## config.mk

```make
export PLATFORM = sky130hd
export DESIGN_NAME = dist_pkt_fifo_flat
export DESIGN_NICKNAME = d
export VERILOG_FILES = /design/src/rtl/dist_pkt_fifo_if.sv /design/src/rtl/dist_pkt_fifo.sv /design/src/flat_wrapper.sv
export SDC_FILE = /design/constraint.sdc
export NUM_CORES = 1
export LEC_CHECK = 0
export BUFFER_PORTS_ARGS = -buffer_cell sky130_fd_sc_hd__buf_2
export CAP_MARGIN = 5
export CORE_MARGIN = 5
export CORE_UTILIZATION = 45
export DETAILED_ROUTE_END_ITERATION = 8
export PLACE_DENSITY = 0.59
export REMOVE_ABC_BUFFERS = 1
export SLEW_MARGIN = 20
export SYNTH_ARGS = -nofsm -noshare
export SYNTH_HDL_FRONTEND = slang
export SYNTH_SLANG_ARGS = --single-unit
```

## constraint.sdc

```tcl
create_clock -name wr_clk -period 7.3 [get_ports wr_clk]
set_input_delay 0.73 -clock wr_clk [delete_from_list [all_inputs] [get_ports wr_clk]]
set_output_delay 0.73 -clock wr_clk [all_outputs]
set_load 0.01 [all_outputs]
```

## src/rtl/dist_pkt_fifo_if.sv

```systemverilog
// Write/read handshake and status bundle of the packet FIFO.
// master = assembler/transmitter side, slave = the FIFO itself.
interface dist_pkt_fifo_if #(
  parameter int ADDR_WIDTH = 4,
  parameter int DATA_WIDTH = 8
);
  logic                  wr_en;
  logic [DATA_WIDTH-1:0] wr_data;
  logic                  wr_last;
  logic                  wr_drop;
  logic                  full;
  logic                  almost_full;
  logic                  wr_overflow;
  logic [ADDR_WIDTH:0]   wr_cnt;
  logic                  rd_en;
  logic [DATA_WIDTH-1:0] rd_data;
  logic                  rd_last;
  logic                  rd_valid;
  logic                  empty;
  logic                  almost_empty;
  logic [ADDR_WIDTH:0]   rd_cnt;
  logic [ADDR_WIDTH:0]   pkt_cnt;

  modport master (
    output wr_en, wr_data, wr_last, wr_drop, rd_en,
    input  full, almost_full, wr_overflow, wr_cnt,
    input  rd_data, rd_last, rd_valid, empty, almost_empty, rd_cnt, pkt_cnt
  );

  modport slave (
    input  wr_en, wr_data, wr_last, wr_drop, rd_en,
    output full, almost_full, wr_overflow, wr_cnt,
    output rd_data, rd_last, rd_valid, empty, almost_empty, rd_cnt, pkt_cnt
  );
endinterface

```

## src/rtl/dist_pkt_fifo.sv

```systemverilog
// Single-clock packet FIFO on distributed RAM with commit/rollback,
// stored end-of-packet bit and FWFT or registered read port.
module dist_pkt_fifo #(
  parameter int ADDR_WIDTH = 4,
  parameter int DATA_WIDTH = 8,
  parameter bit OUT_REG    = 1'b0,
  parameter int AF_TH      = 2**ADDR_WIDTH - 2,
  parameter int AE_TH      = 2
) (
  input logic            wr_clk,
  input logic            asyn_rst,
  dist_pkt_fifo_if.slave bus
);
  typedef logic [ADDR_WIDTH:0] ptr_t;

  localparam ptr_t DEPTH  = ptr_t'(2**ADDR_WIDTH);
  localparam ptr_t AF_LIM = ptr_t'(AF_TH);
  localparam ptr_t AE_LIM = ptr_t'(AE_TH);
  localparam ptr_t ONE    = ptr_t'(1);

  logic [DATA_WIDTH:0] mem [2**ADDR_WIDTH];
  logic [DATA_WIDTH:0] rd_word;

  ptr_t wr_ptr, cmt_ptr, rd_ptr, pkt_cnt;
  ptr_t wr_cnt, rd_cnt;
  logic err, overflow;
  logic full, empty;
  logic rollback, wr_acc, commit, rd_acc, last_rd;

  assign wr_cnt = wr_ptr - rd_ptr;
  assign rd_cnt = cmt_ptr - rd_ptr;
  assign full   = (wr_cnt == DEPTH);
  assign empty  = (rd_ptr == cmt_ptr);

  // A closing word that cannot be stored (or follows a lost word) kills the
  // whole open packet instead of committing a truncated one.
  assign rollback = bus.wr_drop | (bus.wr_en & bus.wr_last & (err | full));
  assign wr_acc   = bus.wr_en & ~full & ~rollback;
  assign commit   = wr_acc & bus.wr_last & ~err;
  assign rd_acc   = bus.rd_en & ~empty;
  assign rd_word  = mem[rd_ptr[ADDR_WIDTH-1:0]];
  assign last_rd  = rd_acc & rd_word[DATA_WIDTH];

  always_ff @(posedge wr_clk) begin
    if (wr_acc) mem[wr_ptr[ADDR_WIDTH-1:0]] <= {bus.wr_last, bus.wr_data};
  end

  always_ff @(posedge wr_clk or posedge asyn_rst) begin
    if (asyn_rst) begin
      wr_ptr   <= '0;
      cmt_ptr  <= '0;
      rd_ptr   <= '0;
      pkt_cnt  <= '0;
      err      <= 1'b0;
      overflow <= 1'b0;
    end else begin
      if (rollback) begin
        wr_ptr <= cmt_ptr;
        err    <= 1'b0;
      end else begin
        if (wr_acc) wr_ptr <= wr_ptr + ONE;
        if (commit) cmt_ptr <= wr_ptr + ONE;
        if (bus.wr_en && full) err <= 1'b1;
      end
      if (rd_acc) rd_ptr <= rd_ptr + ONE;
      if (commit && !last_rd)      pkt_cnt <= pkt_cnt + ONE;
      else if (!commit && last_rd) pkt_cnt <= pkt_cnt - ONE;
      overflow <= bus.wr_en & full;
    end
  end

  assign bus.full         = full;
  assign bus.almost_full  = (wr_cnt >= AF_LIM);
  assign bus.wr_overflow  = overflow;
  assign bus.wr_cnt       = wr_cnt;
  assign bus.empty        = empty;
  assign bus.almost_empty = (rd_cnt <= AE_LIM);
  assign bus.rd_cnt       = rd_cnt;
  assign bus.pkt_cnt      = pkt_cnt;

  if (OUT_REG) begin : g_reg
    logic [DATA_WIDTH-1:0] data_q;
    logic                  last_q;
    logic                  valid_q;

    always_ff @(posedge wr_clk or posedge asyn_rst) begin
      if (asyn_rst) begin
        data_q  <= '0;
        last_q  <= 1'b0;
        valid_q <= 1'b0;
      end else begin
        valid_q <= rd_acc;
        if (rd_acc) begin
          data_q <= rd_word[DATA_WIDTH-1:0];
          last_q <= rd_word[DATA_WIDTH];
        end
      end
    end

    assign bus.rd_data  = data_q;
    assign bus.rd_last  = last_q;
    assign bus.rd_valid = valid_q;
  end else begin : g_fwft
    assign bus.rd_data  = rd_word[DATA_WIDTH-1:0];
    assign bus.rd_last  = rd_word[DATA_WIDTH];
    assign bus.rd_valid = ~empty;
  end
endmodule

```

## src/flat_wrapper.sv

```systemverilog
// flat-port wrapper written by rule: the top's interface ports become plain ports
module dist_pkt_fifo_flat 
#(
  parameter int ADDR_WIDTH = 4,
  parameter int DATA_WIDTH = 8,
  parameter bit OUT_REG    = 1'b0,
  parameter int AF_TH      = 2**ADDR_WIDTH - 2,
  parameter int AE_TH      = 2
)
  (wr_clk, asyn_rst, bus_wr_en, bus_wr_data, bus_wr_last, bus_wr_drop, bus_rd_en, bus_full, bus_almost_full, bus_wr_overflow, bus_wr_cnt, bus_rd_data, bus_rd_last, bus_rd_valid, bus_empty, bus_almost_empty, bus_rd_cnt, bus_pkt_cnt);
  dist_pkt_fifo_if #(.ADDR_WIDTH(ADDR_WIDTH), .DATA_WIDTH(DATA_WIDTH)) bus_i ();
  input logic wr_clk;
  input logic asyn_rst;
  input wire logic [$bits(bus_i.wr_en)-1:0] bus_wr_en;
  input wire logic [$bits(bus_i.wr_data)-1:0] bus_wr_data;
  input wire logic [$bits(bus_i.wr_last)-1:0] bus_wr_last;
  input wire logic [$bits(bus_i.wr_drop)-1:0] bus_wr_drop;
  input wire logic [$bits(bus_i.rd_en)-1:0] bus_rd_en;
  output wire logic [$bits(bus_i.full)-1:0] bus_full;
  output wire logic [$bits(bus_i.almost_full)-1:0] bus_almost_full;
  output wire logic [$bits(bus_i.wr_overflow)-1:0] bus_wr_overflow;
  output wire logic [$bits(bus_i.wr_cnt)-1:0] bus_wr_cnt;
  output wire logic [$bits(bus_i.rd_data)-1:0] bus_rd_data;
  output wire logic [$bits(bus_i.rd_last)-1:0] bus_rd_last;
  output wire logic [$bits(bus_i.rd_valid)-1:0] bus_rd_valid;
  output wire logic [$bits(bus_i.empty)-1:0] bus_empty;
  output wire logic [$bits(bus_i.almost_empty)-1:0] bus_almost_empty;
  output wire logic [$bits(bus_i.rd_cnt)-1:0] bus_rd_cnt;
  output wire logic [$bits(bus_i.pkt_cnt)-1:0] bus_pkt_cnt;
  assign bus_i.wr_en = bus_wr_en;
  assign bus_i.wr_data = bus_wr_data;
  assign bus_i.wr_last = bus_wr_last;
  assign bus_i.wr_drop = bus_wr_drop;
  assign bus_i.rd_en = bus_rd_en;
  assign bus_full = bus_i.full;
  assign bus_almost_full = bus_i.almost_full;
  assign bus_wr_overflow = bus_i.wr_overflow;
  assign bus_wr_cnt = bus_i.wr_cnt;
  assign bus_rd_data = bus_i.rd_data;
  assign bus_rd_last = bus_i.rd_last;
  assign bus_rd_valid = bus_i.rd_valid;
  assign bus_empty = bus_i.empty;
  assign bus_almost_empty = bus_i.almost_empty;
  assign bus_rd_cnt = bus_i.rd_cnt;
  assign bus_pkt_cnt = bus_i.pkt_cnt;
  dist_pkt_fifo #(.ADDR_WIDTH(ADDR_WIDTH), .DATA_WIDTH(DATA_WIDTH), .OUT_REG(OUT_REG), .AF_TH(AF_TH), .AE_TH(AE_TH)) u_core (.wr_clk(wr_clk), .asyn_rst(asyn_rst), .bus(bus_i));
endmodule
```

# After elaboration in Yosys (flattened, before gate mapping)

Memory sizes are Yosys's and may differ from the RTL's.
Cells that the tools add are included.

Register bits after elaboration: 22
Memory bits (writable): 144
Memories: 1

Memory list:

| name       | words | bits a word | read ports | clocked after Yosys merged registers in | write ports | RTL line            | text |
|---|---|---|---|---|---|---|---|
| u_core.mem | 16    | 9           | 1          | 0                                       | 1           | dist_pkt_fifo.sv:21 | `logic [DATA_WIDTH:0] mem [2**ADDR_WIDTH];` |

Bitwise logic cells: 15
Reduce and logical (&&, ||, !) cells: 9
Magnitude comparators: 2
Eq/ne operators: 2
Muxes and demuxes: 8
$add $sub $neg: 6

Operators by type and width:

| kind                                                               | number |
|---|---|
| 2-to-1 mux 5 bit                                                   | 4 |
| adder 5 x 1 -> 5 bit (second input constant)                       | 3 |
| subtractor 5 bit                                                   | 2 |
| AND 1 bit                                                          | 9 |
| nonzero test 2 bit                                                 | 3 |
| equality test 5 bit                                                | 1 |
| equality test 5 bit (second input constant)                        | 1 |
| greater-or-equal comparator 5 x 4 -> 1 bit (second input constant) | 1 |
| less-or-equal comparator 5 x 2 -> 1 bit (second input constant)    | 1 |
| subtractor 5 x 1 -> 5 bit (second input constant)                  | 1 |
| 2-to-1 mux 1 bit                                                   | 4 |
| inverter 1 bit                                                     | 4 |
| logical AND 1 bit                                                  | 3 |
| logical NOT 1 bit                                                  | 2 |
| bitwise OR 1 bit                                                   | 2 |
| AND reduction 2 bit                                                | 1 |

# Longest topological paths before layout

Gate-level depths: netlist of the first run.

Depth in word-level cells: 13
Mapped depth: 18

# Least setup slack after synthesis of the first run

Ideal clock, no wire load.

Path type: reg2reg
From: register u_core.rd_ptr[1]
To: register u_core.pkt_cnt[4], in the netlist u_core.bus.pkt_cnt[4]
Path slack: 2950 ps
Path buffers: 3
Clock period less this slack: 4350 ps
Arrival time: 4225 ps
Cell stages (with the launch flop): 19
Cell sequence: dfrtp_1 > clkbuf_1 > buf_1 > inv_1 > fa_1 > a21o_1 > a21oi_2 > xnor2_2 > and3_1 > buf_6 > nor4_4 > ha_1 > inv_1 > fa_1 > a21o_1 > a21oi_1 > xnor2_1 > nor2_1 > xor2_1

Cells in the longest elaborated chain, start to end: 12
Elaborated cells on any way between the ends: 22
Those cells by class: 1 x add/sub; 2 x eq/ne; 1 x mux; 12 x bitwise; 5 x reduce/logical; 1 x memory

RTL lines:

| what                                | RTL line            | text |
|---|---|---|
| from (decl)                         | dist_pkt_fifo.sv:24 | `ptr_t wr_ptr, cmt_ptr, rd_ptr, pkt_cnt;` |
| from (signal assigned)              | dist_pkt_fifo.sv:65 | `if (rd_acc) rd_ptr <= rd_ptr + ONE;` |
| subtractor 5 bit *                  | dist_pkt_fifo.sv:30 | `assign wr_cnt = wr_ptr - rd_ptr;` |
| via bus_wr_cnt[4]                   | flat_wrapper.sv:22  | `output wire logic [$bits(bus_i.wr_cnt)-1:0] bus_wr_cnt;` |
| equality test 5 bit *               | dist_pkt_fifo.sv:32 | `assign full = (wr_cnt == DEPTH);` |
| via bus_full                        | flat_wrapper.sv:19  | `output wire logic [$bits(bus_i.full)-1:0] bus_full;` |
| bitwise OR 1 bit                    | dist_pkt_fifo.sv:37 | `assign rollback = bus.wr_drop \| (bus.wr_en & bus.wr_last & (err \| full));` |
| AND 1 bit                           | dist_pkt_fifo.sv:37 |  |
| bitwise OR 1 bit                    | dist_pkt_fifo.sv:37 |  |
| inverter 1 bit                      | dist_pkt_fifo.sv:38 | `assign wr_acc = bus.wr_en & ~full & ~rollback;` |
| AND 1 bit *                         | dist_pkt_fifo.sv:38 |  |
| AND 1 bit * (2 in series)           | dist_pkt_fifo.sv:39 | `assign commit = wr_acc & bus.wr_last & ~err;` |
| logical NOT 1 bit                   | dist_pkt_fifo.sv:67 | `else if (!commit && last_rd) pkt_cnt <= pkt_cnt - ONE;` |
| logical AND 1 bit                   | dist_pkt_fifo.sv:67 |  |
| nonzero test 2 bit (no source line) | -                   |  |
| to (signal assigned)                | dist_pkt_fifo.sv:66 | `if (commit && !last_rd) pkt_cnt <= pkt_cnt + ONE;` |
| to (signal assigned)                | dist_pkt_fifo.sv:67 |  |
| to (decl)                           | dist_pkt_fifo.sv:24 |  |

The timed path passes the listed nets; every way through them passes the cells marked *.
A chain may end at the register's enable or synchronous reset.

# Final worst setup path of the first run

From: register u_core.rd_ptr[0]
To: register u_core.pkt_cnt[4], in the netlist u_core.bus.pkt_cnt[4]

Cells in the longest elaborated chain, start to end: 12
Elaborated cells on any way between the ends: 22
Those cells by class: 1 x add/sub; 2 x eq/ne; 1 x mux; 12 x bitwise; 5 x reduce/logical; 1 x memory

RTL lines:

| what                                | RTL line |
|---|---|
| subtractor 5 bit                    | dist_pkt_fifo.sv:30 |
| equality test 5 bit                 | dist_pkt_fifo.sv:32 |
| bitwise OR 1 bit                    | dist_pkt_fifo.sv:37 |
| AND 1 bit                           | dist_pkt_fifo.sv:37 |
| bitwise OR 1 bit                    | dist_pkt_fifo.sv:37 |
| inverter 1 bit                      | dist_pkt_fifo.sv:38 |
| AND 1 bit                           | dist_pkt_fifo.sv:38 |
| AND 1 bit (2 in series)             | dist_pkt_fifo.sv:39 |
| logical NOT 1 bit                   | dist_pkt_fifo.sv:67 |
| logical AND 1 bit                   | dist_pkt_fifo.sv:67 |
| nonzero test 2 bit (no source line) | - |

Several ways; a longest one is shown, not always the timed one.

==> results of run 1 <==
==> cells in the mapped netlist, types with 2 or more instances <==
master    number  area [sq um]
a21o_1         5         37.54
a21oi_1        6         30.03
a311oi_1       2         17.52
a31oi_1        4         25.02
and2_1         2         12.51
and3_1        17         106.4
buf_1          2         7.510
buf_2          3         15.01
clkbuf_1       8         30.03
dfrtp_1       22         550.5
edfxtp_1     144          4324
fa_1           3         60.06
ha_1          17         212.7
inv_1         17         63.81
mux2_2         8         90.09
mux2i_1        4         40.04
mux4_2        44         991.0
nand2_1       15         56.30
nand4_1        3         18.77
nor2_1         3         11.26
nor2b_1        3         18.77
o21ai_0        4         20.02
xnor2_1       13         113.9
xor2_1        10         87.58
==> power by group through the flow <==
stage	Clock, W	Sequential [W]	Combinational, W
4_1_cts	0.000937	0.00124	0.00143
2_1_floorplan	0	0.00130	0.000914
3_3_place_gp	0	0.00125	0.00140
6_report	0.000921	0.00124	0.00140
5_1_grt	0.000979	0.00125	0.00155
3_5_place_dp	0	0.00126	0.00142
==> registers in the layout, summed over array words and instances (netlist names) <==
signal                  flops
u_core.mem                144
u_core.err                  1
u_core.cmt_ptr              5
u_core.bus.pkt_cnt          5
u_core.rd_ptr               5
u_core.wr_ptr               5
u_core.bus.wr_overflow      1
==> per-layer routing <==
metal	wire length, um	global-route usage	vias up
met2	7026	0.2572	74
met5	0	0	-
met4	87	0.04703	0
met3	728	0.04458	6
met1	6333	0.2330	1818
li1	-	-	1583
==> cells by family after synthesis <==
| group | share of synthesized area |
|---|---|
| XOR/XNOR | 0.03083 |
| flip-flops | 0.6904 |
| multiplexers | 0.1588 |
| adder cells (fa/ha/maj) | 0.03863 |
| AO/OA/AOI/OAI | 0.02428 |
| buffers and inverters | 0.01861 |
| AND/OR/NAND/NOR | 0.03845 |
==> final cells by class <==
type	count	area share
tap	211	0.03256
multi-input combinational	174	0.2542
clock buffer	17	0.05247
timing repair buffer	46	0.02932
inverter	18	0.008333
sequential	166	0.6014
clock inverter	12	0.02176
==> metrics by stage <==
stage	utilization	setup slack (ns)	total power (W)
after floorplan	-	2.219	0.002219
after global placement	0.4901	2.682	0.002654
after detailed placement	0.4901	2.595	0.002681
after CTS	0.5294	2.591	0.003607
after global routing	0.5294	2.302	0.003777
final	0.5294	2.637	0.003556
==> worst register-to-register path, stage by stage, from the launching register on <==
cell and delay (ns):
dfrtp_2 0.34, buf_4 0.60, ha_1 0.36, inv_1 0.05
fa_1 0.40, a21o_1 0.19, a21oi_2 0.18, xnor2_2 0.16
and3_1 0.28, nor4_4 0.51, ha_1 0.28, inv_1 0.10
fa_1 0.42, a21o_1 0.17, a21oi_1 0.17, xnor2_1 0.14
nor2_1 0.06, xor2_1 0.14
==> worst max-delay path by stage <==
stage,start,endpoint,slack [ns]
final,u_core.rd_ptr[0],u_core.bus.pkt_cnt[4],2.64
after global routing,u_core.rd_ptr[0],u_core.bus.pkt_cnt[4],2.30
after CTS,u_core.rd_ptr[0],u_core.bus.pkt_cnt[4],2.59
after detailed placement,u_core.rd_ptr[0],u_core.bus.pkt_cnt[4],2.59
after global placement,u_core.rd_ptr[0],u_core.bus.pkt_cnt[4],2.68
after floorplan,u_core.rd_ptr[0],u_core.bus.pkt_cnt[4],2.22
==> impl_metrics.toml, run 1 <==
[status]
status = "finished, final reports clean"

[worst_setup_path]
worstPathCellList = "buf_4 -> ha_1 -> inv_1 -> fa_1 -> a21o_1 -> a21oi_2 -> xnor2_2 -> and3_1 -> nor4_4 -> ha_1 -> inv_1 -> fa_1 -> a21o_1 -> a21oi_1 -> xnor2_1 -> nor2_1 -> xor2_1"
slowest_stage = "buf_4"
critPathMaxStageDelay_ns = 0.60
cp.depth = 17
crit_path_max_fanout = 41
reg2reg_from = "u_core.rd_ptr[0]"
reg2reg_to = "u_core.bus.pkt_cnt[4]"
crit_required_ns = 7.61
endpoint_kind = "flip-flop"
critical_path.top_delay_family = "adder cells"
cp-start-kind = "flip-flop"
cp.arrival_ns = 4.97
reg2reg_setup_slack_ns = 2.64
path_buf_inv = 3
critPathKind = "flip-flop to flip-flop"
reg2regPathDepth = 17

[power]
p_leak_nw = 2.920
vdd_drop_max_mv = 0.3017
combPwrFrac = 0.393
pwr-share-seq = 0.348
internal_power_w = 0.002358
p_clk_frac = 0.259
sw_frac_of_total = 0.3368
pwr_density_cell_mw_per_mm2 = 438.6
p_sw_w = 0.001198

[placed_design]
gp_congestion = 0.7800
place.port_buffers = 43
placed_cell_area_sq_mm = 0.007506
hpwl_um = 8702
placedCellCount = 615

[detailed_routing]
drt_wl_total_um = 14180
first_pass_iters = 4
drtAntennaViolNets = 0
via_count = 3481
drt_iter0_markers = 231
wl_per_cell_um = 22.01
drc_errors = 0
vias_per_cell = 5.405

[floorplanning]
die_w_um = 135.3
start_util = 0.4610
row_count = 45
fp.dieH_um = 135.3
io_pins = 44
core_area_sq_mm = 0.01531
fp.dieArea_sq_mm = 0.01830

[sta]
hold_viol = 0
min_period_ns = 4.663
finalSetupViolCount = 0
rsz0062_at_grt = "no"
tightest_slew_ns = 0.8935
relSlewSlack = 0.4037
fmax_mhz = 214.5
slew_violations = 0
clock_skew_ns = 0.01244
setup_tns_ns = 0
period_share = 0.6387
hold_ws_ns = 0.4748

[hold_path]
hold_class = "flip-flop to flip-flop"
min_from = "u_core.bus.pkt_cnt[4]"
hold-path-cell-count = 1
whs_endpoint = "u_core.bus.pkt_cnt[4]"

[cells_and_area]
n_antenna_cell = 0
nFillCells = 1259
final_nets = 457
stdcell_area_sq_mm = 0.008108
final_cell_mix = "edfxtp_1, mux4_2, buf_2, dfrtp_1"
fin_cells = 644
final_common_cell = "edfxtp_1"
drive_above_1_share = 0.3095
regArea_sq_mm = 0.004876
syn_to_final_growth_pct = 14.83
multi_input_area_sq_mm = 0.002061

[clocking]
insertion_delay_ns = 0.42
clk_path_buf_depth = 2
cts_buffers = 17
post_cts_buffers = 0
cts_sinks = 166
clkTransAtPathRegs_ns = 0.06
cts_tree = "built"
clockRootBuffer = "clkbuf_16"
cts-htree-levels = 4
hold_buffers = 0
cts_resized = 0

[grt]
track_usage = 0.1658
grt_max_degree = 42
antenna_found_initial = 0
grt_pass1_vias = 3736
grt_pass1_wl_um = 21980
grt_overflow = 0

[logic_synthesis]
ys.flop_type = "edfxtp_1"
synth_edf_count = 144
syn_area_sq_mm = 0.007061
yosys_warnings = 0
ys_seq_area_frac = 0.6904
synth.distinct_cells = 37
synth-seq-cells = 166
synthArstFlopShare = 0.1325
postSynthCellCount = 372
synth.avg_cell_area_sq_um = 18.98

[flow_run]
max-cap-violations = 0
(Power assumes the default switching activity.)
==> run 2: changes to the inputs <==
--- a/config.mk
+++ b/config.mk
@@ -10,7 +10,7 @@
 export CORE_MARGIN = 5
 export CORE_UTILIZATION = 45
 export DETAILED_ROUTE_END_ITERATION = 8
-export PLACE_DENSITY = 0.59
+export PLACE_DENSITY = 0.61
 export REMOVE_ABC_BUFFERS = 1
 export SLEW_MARGIN = 20
 export SYNTH_ARGS = -nofsm -noshare
==> constraint.sdc (replaced) <==
create_clock -name wr_clk -period 4 [get_ports wr_clk]
set_input_delay 0.4 -clock wr_clk [delete_from_list [all_inputs] [get_ports wr_clk]]
set_output_delay 0.4 -clock wr_clk [all_outputs]
set_load 0.01 [all_outputs]
==> impl_metrics.toml, run 2 (synthesized netlist as in run 1, its figures left out) <==
[status]
status = "finished, final reports clean"

[grt]
grt_overflow = 0
track_usage = 0.1668
antenna_found_initial = 0
busiest_layer = "met2"
grt_pass1_vias = 3754
met3_usage = 0.04532
grt_max_degree = 41
grt_pass1_wl_um = 22360
met2_usage = 0.2638
use_met1 = 0.2328

[cells_and_area]
final_common_cell = "edfxtp_1"
final_nets = 464
fin_cells = 654
final_cell_mix = "edfxtp_1, mux4_2, buf_2, dfrtp_1"
syn_to_final_growth_pct = 14.97
drive_above_1_share = 0.3205
stdcell_area_sq_mm = 0.008118
nFillCells = 1243
n_antenna_cell = 0
largest_reg_flops = 144

[placed_design]
place.port_buffers = 43
gp_congestion = 0.7762
placed_cell_area_sq_mm = 0.007559
hpwl_um = 9127
placedCellCount = 622

[detailed_routing]
drc_errors = 0
wl_per_cell_um = 21.76
via_count = 3576
drtAntennaViolNets = 0
first_pass_iters = 4
drt_wl_total_um = 14230
vias_per_cell = 5.468
drt_iter0_markers = 285

[hold_path]
hold_class = "primary input to asynchronous set/reset pin"

[sta]
clock_skew_ns = 0.008525
fmax_mhz = 272.0
tightest_slew_ns = 0.8985
period_share = 0.9190
relSlewSlack = 0.4004
finalSetupViolCount = 0
hold_viol = 0
rsz0062_at_grt = "no"
min_period_ns = 3.676
slew_violations = 0
setup_tns_ns = 0

[worst_setup_path]
cp-start-kind = "flip-flop"
critPathKind = "flip-flop to flip-flop"
critPathMostFrequentCell = "inv_1"
slowest_stage = "fa_1"
critPathMaxStageDelay_ns = 0.40
crit_path_max_fanout = 8
worstPathCellList = "inv_1 -> ha_1 -> inv_1 -> fa_1 -> a21o_1 -> a21oi_2 -> xnor2_2 -> and3_1 -> nor4_4 -> ha_1 -> inv_1 -> fa_1 -> a21o_1 -> a21oi_1 -> xnor2_1 -> nor2_1 -> xor2_1"
crit_required_ns = 4.31
endpoint_kind = "flip-flop"
cp.arrival_ns = 3.99

[floorplanning]
fp.dieArea_sq_mm = 0.01830
core_area_sq_mm = 0.01531
io_pins = 44
fp.dieH_um = 135.3
start_util = 0.4610
row_count = 45
die_w_um = 135.3

[clocking]
hold_buffers = 0
cts_buffers = 17
cts-htree-levels = 4
cts_resized = 0
clockRootBuffer = "clkbuf_16"
cts_sinks = 166
cts_tree = "built"
post_cts_buffers = 0
insertion_delay_ns = 0.42
clkTransAtPathRegs_ns = 0.07
clk_path_buf_depth = 2

[power]
p_leak_nw = 2.929
vdd_drop_max_mv = 0.8324
pwr_density_cell_mw_per_mm2 = 788.3

[flow_run]
max-cap-violations = 0
[run 2: changes by cell type in the layout (fill, tap and decap cells not counted), moves of 2 or more]
cell and change:
buf_4 +7, clkinv_4 +5, inv_6 -2, bufinv_16 -3
[run 2: metal layers]
metal	part of all wire	up-vias
li1	-	1597
met1	0.44	1858
met2	0.49	106
met3	0.060	15
met4	0.0088	0
met5	0	-
[run 2: final cells by class]
cell class,count,area (sq um),area share
flip-flops and latches,166,4876,0.6006
multi-input cells,174,2061,0.2539
clock buffers,18,429.2,0.05287
repair buffers,53,290.3,0.03576
well taps,211,264.0,0.03252
clock inverters,14,130.1,0.01603
inverters,18,67.56,0.008323
[run 2: through the flow]
step	power, W	hold WS [ns]	util	setup WS (ns)
2_1_floorplan	0.004049	0.3892	-	-1.081
5_1_grt	0.006805	0.2351	0.5301	0.05430
3_5_place_dp	0.004927	0.4617	0.4935	0.3020
6_report	0.006399	0.1609	0.5301	0.3239
3_3_place_gp	0.004895	0.4627	0.4935	0.3801
4_1_cts	0.006477	0.1865	0.5301	0.2843
[run 2: path summary, 6_finish.rpt]
path,from,endpoint,slack [ns],depth (start not counted)
setup / recovery,u_core.wr_ptr[0],u_core.bus.pkt_cnt[4],0.32,17
max in group asynchronous,asyn_rst,u_core.rd_ptr[0],3.22,2
setup reg to reg,u_core.wr_ptr[0],u_core.bus.pkt_cnt[4],0.32,17
hold / removal,asyn_rst,u_core.bus.pkt_cnt[4],0.16,2
min in group wr_clk,bus_wr_en,u_core.bus.wr_overflow,0.31,2
hold reg to reg,u_core.bus.pkt_cnt[4],u_core.bus.pkt_cnt[4],0.48,1
[run 2: critical path: cells and delay by family (launching register included)]
| kind | cells | cell delay [ns] |
|---|---|---|
| buffers and inverters | 3 | 0.25 |
| adder cells (fa/ha/maj) | 4 | 1.20 |
| AO/OA/AOI/OAI | 4 | 0.70 |
| AND/OR/NAND/NOR | 3 | 0.60 |
| flip-flops | 1 | 0.38 |
| XOR/XNOR | 3 | 0.44 |
[run 2: where the power goes]
part	leakage [nW]	switching, W	total [W]	internal (W)
clock network	0.267	0.000686	0.00155	0.000862
registers	1.57	0.000132	0.00221	0.00208
logic	1.10	0.00141	0.00264	0.00123
==> run 3: changes to the inputs <==
--- a/config.mk
+++ b/config.mk
@@ -9,6 +9,7 @@
 export CAP_MARGIN = 5
 export CORE_MARGIN = 5
 export CORE_UTILIZATION = 45
+export CTS_BUF_LIST = sky130_fd_sc_hd__clkbuf_4 sky130_fd_sc_hd__clkbuf_8
 export DETAILED_ROUTE_END_ITERATION = 8
 export PLACE_DENSITY = 0.61
 export REMOVE_ABC_BUFFERS = 1
==> impl_metrics.toml, run 3 (synthesized netlist as in run 1, its figures left out) <==
[floorplanning]
io_pins = 44
core_area_sq_mm = 0.01531
fp.dieArea_sq_mm = 0.01830
start_util = 0.4610
row_count = 45
fp.dieH_um = 135.3
die_w_um = 135.3

[power]
p_leak_nw = 2.845
pwr-share-seq = 0.369
p_sw_w = 0.002180
pwr_density_cell_mw_per_mm2 = 755.2
sw_frac_of_total = 0.3640
combPwrFrac = 0.440
internal_power_w = 0.003809
p_clk_frac = 0.191
vdd_drop_max_mv = 0.8326
total_power_w = 0.005989

[placed_design]
place.port_buffers = 43
placed_cell_area_sq_mm = 0.007559
hpwl_um = 9127
gp_congestion = 0.7762

[grt]
grt_pass1_wl_um = 22240
grt_overflow = 0
track_usage = 0.1665
antenna_found_initial = 0
use_met1 = 0.2352
busiest_layer = "met2"
met2_usage = 0.2602
grt_max_degree = 41
met3_usage = 0.03975
grt_pass1_vias = 3731

[cells_and_area]
stdcell_area_sq_mm = 0.007930
syn_to_final_growth_pct = 12.32
drive_above_1_share = 0.3228
final_common_cell = "edfxtp_1"
final_nets = 464
final_core_util = 0.5178
largest_reg_flops = 144
final_cell_mix = "edfxtp_1, mux4_2, buf_2, dfrtp_1"
n_antenna_cell = 0

[clocking]
cts-htree-levels = 4
post_cts_buffers = 0
clk_path_buf_depth = 2
cts_tree = "built"
clockRootBuffer = "clkbuf_8"
cts_resized = 0
cts_sinks = 166
clkTransAtPathRegs_ns = 0.10
cts_buffers = 17
insertion_delay_ns = 0.45
hold_buffers = 0

[sta]
rsz0062_at_grt = "no"
tightest_slew_ns = 0.8980
finalSetupViolCount = 0
hold_viol = 0
fmax_mhz = 271.0
clock_skew_ns = 0.01386
period_share = 0.9224
slew_violations = 0
min_period_ns = 3.689
relSlewSlack = 0.4007

[worst_setup_path]
reg2regPathDepth = 17
cp-start-kind = "flip-flop"
critical_path.top_delay_family = "adder cells"
worstPathCellList = "inv_1 -> ha_1 -> inv_1 -> fa_1 -> a21o_1 -> a21oi_2 -> xnor2_2 -> and3_1 -> nor4_4 -> ha_1 -> inv_1 -> fa_1 -> a21o_1 -> a21oi_1 -> xnor2_1 -> nor2_1 -> xor2_1"
path_buf_inv = 3
critPathMaxStageDelay_ns = 0.40
cp.arrival_ns = 4.04
slowest_stage = "fa_1"
cp.depth = 17
crit_required_ns = 4.35
critPathMostFrequentCell = "inv_1"
endpoint_kind = "flip-flop"
crit_path_max_fanout = 8
critPathKind = "flip-flop to flip-flop"

[detailed_routing]
drt_wl_total_um = 14180
drc_errors = 0
first_pass_iters = 4
drtAntennaViolNets = 0
drt_iter0_markers = 278
via_count = 3516
vias_per_cell = 5.376
wl_per_cell_um = 21.69

[status]
status = "finished, final reports clean"

[flow_run]
max-cap-violations = 0

[hold_path]
hold_class = "primary input to asynchronous set/reset pin"
==> run 3: final timing paths <==
check                                       from                endpoint  slack (ns)
max in group asynchronous               asyn_rst        u_core.rd_ptr[0]        3.26
min in group wr_clk                    bus_wr_en  u_core.bus.wr_overflow        0.27
setup / recovery                u_core.wr_ptr[0]   u_core.bus.pkt_cnt[4]        0.31
setup reg to reg                u_core.wr_ptr[0]   u_core.bus.pkt_cnt[4]        0.31
hold reg to reg            u_core.bus.pkt_cnt[4]   u_core.bus.pkt_cnt[4]        0.48
hold / removal                          asyn_rst   u_core.bus.pkt_cnt[4]        0.12
==> run 3: stage by stage <==
| stage | std cells | hold WS, ns | TNS, ns | setup WS (ns) |
|---|---|---|---|---|
| 2_1_floorplan | 358 | 0.3892 | -57.81 | -1.081 |
| 3_3_place_gp | 622 | 0.4627 | 0 | 0.3801 |
| 3_5_place_dp | 622 | 0.4617 | 0 | 0.3020 |
| 4_1_cts | 654 | 0.1305 | 0 | 0.2780 |
| 5_1_grt | 654 | 0.1807 | 0 | 0.05019 |
| 6_report | 654 | 0.1204 | 0 | 0.3106 |
==> run 3: layout make-up <==
cell class / instances / area (sq um)
Tap cell: 211 / 264.0
Sequential cell: 166 / 4876
Clock inverter: 14 / 130.1
Inverter: 18 / 67.56
Multi-Input combinational cell: 174 / 2061
Fill cell: 1272 / 7385
Timing Repair Buffer: 53 / 290.3
Clock buffer: 18 / 241.5
==> run 3: layer usage <==
| layer | vias to the layer above | wire length, um |
|---|---|---|
| met1 | 1824 | 6409 |
| met5 | - | 0 |
| li1 | 1597 | - |
| met3 | 9 | 736 |
| met2 | 86 | 6920 |
| met4 | 0 | 117 |
==> run 3: worst register-to-register path, delay by kind of cell (launching register included) <==
family / cells / cell delay, ns
simple gates: 3 / 0.61
flops: 1 / 0.39
fa+ha+maj: 4 / 1.20
buf+inv: 3 / 0.25
compound gates: 4 / 0.70
xor+xnor: 3 / 0.44
==> run 3: power groups by stage <==
stage | clock [W] | combinational [W] | sequential, W
2_1_floorplan | 0 | 0.00167 | 0.00238
3_3_place_gp | 0 | 0.00265 | 0.00224
3_5_place_dp | 0 | 0.00268 | 0.00225
4_1_cts | 0.00117 | 0.00269 | 0.00221
5_1_grt | 0.00125 | 0.00291 | 0.00224
6_report | 0.00114 | 0.00264 | 0.00221
